--- src/rtl/io_input_scan_ctrl.sv ---
// Round-robin scan controller for memory-mapped input ports: synchronises,
// debounces and latches each 32-bit port, flags changes and raises an interrupt.
module io_input_scan_ctrl #(
  parameter int         N_PORTS    = 3,
  parameter int         SCAN_DIV   = 1024,
  parameter int         DEBOUNCE   = 4,
  parameter logic [5:0] STATUS_SEL = 6'b111000
) (
  input  logic                   io_clk,
  input  logic                   reset,
  input  logic [31:0]            addr,
  input  logic                   rd_en,
  input  logic [32*N_PORTS-1:0]  in_ports,
  input  logic                   irq_en,
  output logic [31:0]            io_read_data,
  output logic                   irq,
  output logic [2:0]             scan_idx
);

  localparam int              PW        = (SCAN_DIV > 1) ? $clog2(SCAN_DIV) : 1;
  localparam logic [PW-1:0]   PRESC_MAX = PW'(SCAN_DIV - 1);
  localparam logic [3:0]      DEB       = 4'(DEBOUNCE);
  localparam logic [3:0]      NP4       = 4'(N_PORTS);
  localparam logic [2:0]      LAST_IDX  = 3'(N_PORTS - 1);

  typedef enum logic [1:0] {
    IDLE   = 2'd0,
    SAMPLE = 2'd1,
    COMMIT = 2'd2
  } state_t;

  state_t                  state_r;
  logic [32*N_PORTS-1:0]   sync1_r;
  logic [32*N_PORTS-1:0]   sync2_r;
  logic [32*N_PORTS-1:0]   cand_r;
  logic [32*N_PORTS-1:0]   stable_r;
  logic [4*N_PORTS-1:0]    cnt_r;
  logic [N_PORTS-1:0]      changed_r;
  logic [PW-1:0]           presc_r;
  logic [2:0]              idx_r;
  logic [31:0]             sample_r;

  logic                    tick_s;
  logic [31:0]             sync_sel_s;
  logic [31:0]             cur_cand_s;
  logic [31:0]             cur_stable_s;
  logic [3:0]              cur_cnt_s;
  logic [3:0]              ncnt_s;
  logic                    accept_s;
  logic [5:0]              sel_s;
  logic                    port_hit_s;
  logic [N_PORTS-1:0]      clr_mask_s;
  logic                    unused_addr_s;

  assign tick_s        = (presc_r == PRESC_MAX);
  assign sel_s         = addr[7:2];
  assign port_hit_s    = (sel_s[5:3] == 3'b110) && ({1'b0, sel_s[2:0]} < NP4);
  assign unused_addr_s = &{1'b0, addr[31:8], addr[1:0]};
  assign irq           = irq_en & (|changed_r);
  assign scan_idx      = idx_r;

  // Two-flop synchroniser on every input bit.
  always_ff @(posedge io_clk or posedge reset) begin
    if (reset) begin
      sync1_r <= {(32*N_PORTS){1'b0}};
      sync2_r <= {(32*N_PORTS){1'b0}};
    end else begin
      sync1_r <= in_ports;
      sync2_r <= sync1_r;
    end
  end

  // Free-running scan prescaler.
  always_ff @(posedge io_clk or posedge reset) begin
    if (reset) begin
      presc_r <= {PW{1'b0}};
    end else if (tick_s) begin
      presc_r <= {PW{1'b0}};
    end else begin
      presc_r <= presc_r + PW'(1);
    end
  end

  // Select the per-port state addressed by the scan index.
  always_comb begin
    sync_sel_s   = 32'h0;
    cur_cand_s   = 32'h0;
    cur_stable_s = 32'h0;
    cur_cnt_s    = 4'h0;
    for (int k = 0; k < N_PORTS; k++) begin
      sync_sel_s   = sync_sel_s   | ((idx_r == 3'(k)) ? sync2_r[32*k +: 32]  : 32'h0);
      cur_cand_s   = cur_cand_s   | ((idx_r == 3'(k)) ? cand_r[32*k +: 32]   : 32'h0);
      cur_stable_s = cur_stable_s | ((idx_r == 3'(k)) ? stable_r[32*k +: 32] : 32'h0);
      cur_cnt_s    = cur_cnt_s    | ((idx_r == 3'(k)) ? cnt_r[4*k +: 4]      : 4'h0);
    end
  end

  // Debounce arithmetic: saturating run length of identical samples.
  always_comb begin
    if (sample_r == cur_cand_s) begin
      ncnt_s = (cur_cnt_s >= DEB) ? DEB : (cur_cnt_s + 4'd1);
    end else begin
      ncnt_s = 4'd1;
    end
    accept_s = (ncnt_s == DEB) && (sample_r != cur_stable_s);
  end

  // Read-clear mask for the port word being read.
  always_comb begin
    clr_mask_s = {N_PORTS{1'b0}};
    for (int k = 0; k < N_PORTS; k++) begin
      clr_mask_s[k] = rd_en && port_hit_s && (sel_s[2:0] == 3'(k));
    end
  end

  // CPU read mux; unmapped codes read as zero.
  always_comb begin
    io_read_data = 32'h0;
    if (port_hit_s) begin
      for (int k = 0; k < N_PORTS; k++) begin
        io_read_data = io_read_data |
                       ((sel_s[2:0] == 3'(k)) ? stable_r[32*k +: 32] : 32'h0);
      end
    end else if (sel_s == STATUS_SEL) begin
      io_read_data = {{(32-N_PORTS){1'b0}}, changed_r};
    end else begin
      io_read_data = 32'h0;
    end
  end

  // Scan FSM with per-port debounce state and change flags.
  always_ff @(posedge io_clk or posedge reset) begin
    if (reset) begin
      state_r   <= IDLE;
      idx_r     <= 3'd0;
      sample_r  <= 32'h0;
      cand_r    <= {(32*N_PORTS){1'b0}};
      stable_r  <= {(32*N_PORTS){1'b0}};
      cnt_r     <= {(4*N_PORTS){1'b0}};
      changed_r <= {N_PORTS{1'b0}};
    end else begin
      // Clear first so a same-cycle set below takes priority.
      changed_r <= changed_r & ~clr_mask_s;
      case (state_r)
        IDLE: begin
          if (tick_s) begin
            state_r <= SAMPLE;
          end else begin
            state_r <= IDLE;
          end
        end
        SAMPLE: begin
          sample_r <= sync_sel_s;
          state_r  <= COMMIT;
        end
        COMMIT: begin
          for (int k = 0; k < N_PORTS; k++) begin
            if (idx_r == 3'(k)) begin
              cand_r[32*k +: 32] <= sample_r;
              cnt_r[4*k +: 4]    <= ncnt_s;
              if (accept_s) begin
                stable_r[32*k +: 32] <= sample_r;
                changed_r[k]         <= 1'b1;
              end
            end
          end
          if (idx_r == LAST_IDX) begin
            idx_r   <= 3'd0;
            state_r <= IDLE;
          end else begin
            idx_r   <= idx_r + 3'd1;
            state_r <= SAMPLE;
          end
        end
        default: begin
          idx_r   <= 3'd0;
          state_r <= IDLE;
        end
      endcase
    end
  end

endmodule

--- config.mk ---
export PLATFORM = sky130hd
export DESIGN_NAME = io_input_scan_ctrl
export DESIGN_NICKNAME = d
export VERILOG_FILES = /design/src/rtl/io_input_scan_ctrl.sv
export SDC_FILE = /design/constraint.sdc
export NUM_CORES = 1
export LEC_CHECK = 0
export ABC_AREA = 1
export ABC_CLOCK_PERIOD_IN_PS = 20200
export CAP_MARGIN = 20
export CORE_UTILIZATION = 35
export DETAILED_ROUTE_END_ITERATION = 10
export DONT_BUFFER_PORTS = 1
export GPL_TIMING_DRIVEN = 0
export SYNTH_ARGS = -nofsm -noshare
export SYNTH_HDL_FRONTEND = slang
export SYNTH_SLANG_ARGS = --single-unit
--- constraint.sdc ---
create_clock -name io_clk -period 20.2 [get_ports io_clk]
set_input_delay 1.01 -clock io_clk [delete_from_list [all_inputs] [get_ports io_clk]]
set_output_delay 1.01 -clock io_clk [all_outputs]
set_load 0.05 [all_outputs]
==> flow_summary.toml <==
[clock_tree]
cts_tree = "yes"
clk_path_buf_depth = 3
postCtsSetupBuffers = 0
cts.clk_slew.worst_paths_ns = 0.06
h-tree-depth = 2
cts_root_buffer = "clkbuf_16"
cts_hold_buf = 0
clk_latency_ns = 0.60
post_cts_resize_count = 0
clock_sinks = 446
numCtsBuffers = 48

[floorplanning]
die_h_um = 232.2
core_area_mm2 = 0.05182
dieArea_mm2 = 0.05390
die_w_um = 232.2
design.portCount = 168
start_util_pct = 35.78
num_rows = 83

[pwr]
powerDensity_mw_per_mm2 = 91.19
p_comb_share_pct = 1.5
power.internal_mw = 1.538
clkPwrFrac_pct = 51.2
p_leak_nw = 10.47
p_seq_share_pct = 47.3
p_total_mw = 1.944
peakVddDrop_mv = 0.08772
switchingPower_mw = 0.4057
swShare_pct = 20.87

[layout]
nets = 2267
fillerInstances = 5070
final_util_pct = 41.13
final_cell_mix = "nand2_1, dfrtp_1, nand3_1, inv_1, o21ai_0"
final_common_cell = "nand2_1"
n_antenna_cell = 0
area_delta_synth_final_pct = 14.93
stdcell_count = 2850
drive_gt1_share_pct = 7.512

[sta]
skew_ns = 0.01889
finalHoldViolations = 0
maxSlewViolCount = 0
maxSlewHeadroom_pct = 25.07
setup_viol = 0
worstMarginPinSlew_ns = 1.141
tns_ns = 0
rsz0062_at_grt = "no"
hold_ws_ns = 0.3367
period_needed_ns = 4.645
max_freq_mhz = 215.3
fin_crit_sh_pct = 23.00

[global_routing]
grt_max_degree = 127
overflow = 0
grt_pass1_vias = 14940
grt_pass1_wl_um = 92290
grt_antenna_before_repair = 1
grt_usage_pct = 23.14

[flow_run]
drv_cap = 0

[critical_path]
critPathRequiredTime_ns = 19.19
endpoint_kind = "output pin"
slowest_delay_ns = 0.93
crit_fanout = 10
slowest_stage = "o22ai_1"
start_kind = "primary input"
cp_cell_sequence = "nor3_1 > clkbuf_1 > nand3_1 > o22ai_1"
crit_family = "simple AND/OR/NAND/NOR gates"
critical_path_class = "primary input to output pin"
crit_buf_inv = 1
crit_arrival_ns = 3.64

[synthesis]
ys_seq_area_share_pct = 60.19
synth_top_area_share_pct = 60.19
syn-num-nets = 2213
yosysTopAreaCell = "dfrtp_1"
synth.distinct_cells = 38
yosysWarnings = 0
syn_area_mm2 = 0.01854
yosys_register_bits = 446
netlist_top_cells_area = "dfrtp_1, nand2_1, nand3_1"
synth_cells = 2079
syn_area_per_cell_um2 = 8.919

[route]
first_pass_iters = 6
via_per_inst = 5.482
ant_nets = 0
detail_route.wl_per_cell_um = 21.59
routed_wl_um = 61520
vias = 15630
drt-initial-drc-count = 1695
drc = 0

[place]
dp_hpwl_um = 43300
dp_cells = 2763
port_buffers = 0
place_congestion = 0.9165

[min_path]
hold_path.class = "flip-flop to flip-flop"

[outcome]
outcome = "complete, no violations"
## flip-flops by register name, summed over array words and instances (netlist names)
register	flops
cand_r	96
stable_r	96
sync2_r	96
state_r	2
sample_r	32
cnt_r	12
scan_idx	3
sync1_r	96
presc_r	10
changed_r	3
## kinds of logic after synthesis
logic type	Yosys count	share of synthesized area, %
XOR/XNOR	4	0.1889
AO/OA/AOI/OAI	175	5.506
buffers and inverters	229	5.412
adder cells (fa/ha/maj)	2	0.1349
AND/OR/NAND/NOR	1223	28.57
flip-flops	446	60.19
## power by group through the flow
stage	Sequential [mW]	Combinational (mW)	Clock, mW
floorplan	0.934	0.0187	0
global placement	0.937	0.0263	0
detailed placement	0.936	0.0291	0
CTS	0.920	0.0292	1.01
global route	0.921	0.0325	1.04
finish	0.919	0.0282	0.996
## metrics by stage
| stage | worst slack (ns) | area [um2] |
|---|---|---|
| after global placement | 2.377 | 19390 |
| after CTS | 15.64 | 21310 |
| after detailed placement | 15.64 | 19490 |
| final | 15.55 | 21310 |
| after global routing | 15.48 | 21310 |
| after floorplan | 6.761 | 18540 |
## cell type report
class	instances	area (um2)	area share, %
Multi-Input combinational cell	1404	6379	29.93
Timing Repair Buffer	4	90.09	0.4227
Tap cell	680	850.8	3.992
Clock buffer	63	1410	6.617
Sequential cell	446	11160	52.37
Buffer	113	568.0	2.665
Inverter	116	442.9	2.078
Clock inverter	24	410.4	1.926
## Yosys cell counts (all sizes together)
cell	count
a32oi	17
a22o	2
o221ai	1
nand3	332
a41oi	15
nor4	1
or2	1
nor3b	1
and3	1
clkbuf	50
nor2	65
a21oi	22
o31ai	1
ha	2
o22ai	4
buf	63
dfrtp	446
nand4	69
nand2	746
a31oi	2
inv	116
a221oi	1
o21ai	110
xor2	4
nor3	7
## final timing paths
check                            start         endpoint  slack, ns  depth (start not counted)
min reg2reg                sync1_r[33]      sync2_r[33]       0.34                          0
min                        sync1_r[33]      sync2_r[33]       0.34                          0
min in group asynchronous        reset      sync1_r[41]       0.38                          1
max reg2reg                scan_idx[1]     stable_r[43]      15.88                         14
max in group asynchronous        reset      sync2_r[10]      18.36                          3
max                            addr[2]  io_read_data[2]      15.55                          4
## routing by layer
metal  GRT usage, %  vias to the layer above  routed length [um]
met5              0                        -                   0
met4          11.99                        0                3106
met3          3.991                      148                5048
met2          36.33                      796               28150
met1          30.62                     7718               25220
li1               -                     6963                   -
## worst reg2reg max path, delay by kind of cell, from the launching register on
family | cells | cell delay (ns)
buffers and inverters | 5 | 1.85
AO/OA/AOI/OAI | 1 | 0.11
AND/OR/NAND/NOR | 7 | 1.34
adder cells (fa/ha/maj) | 1 | 0.28
flip-flops | 1 | 0.67
(Power assumes the default switching activity.)
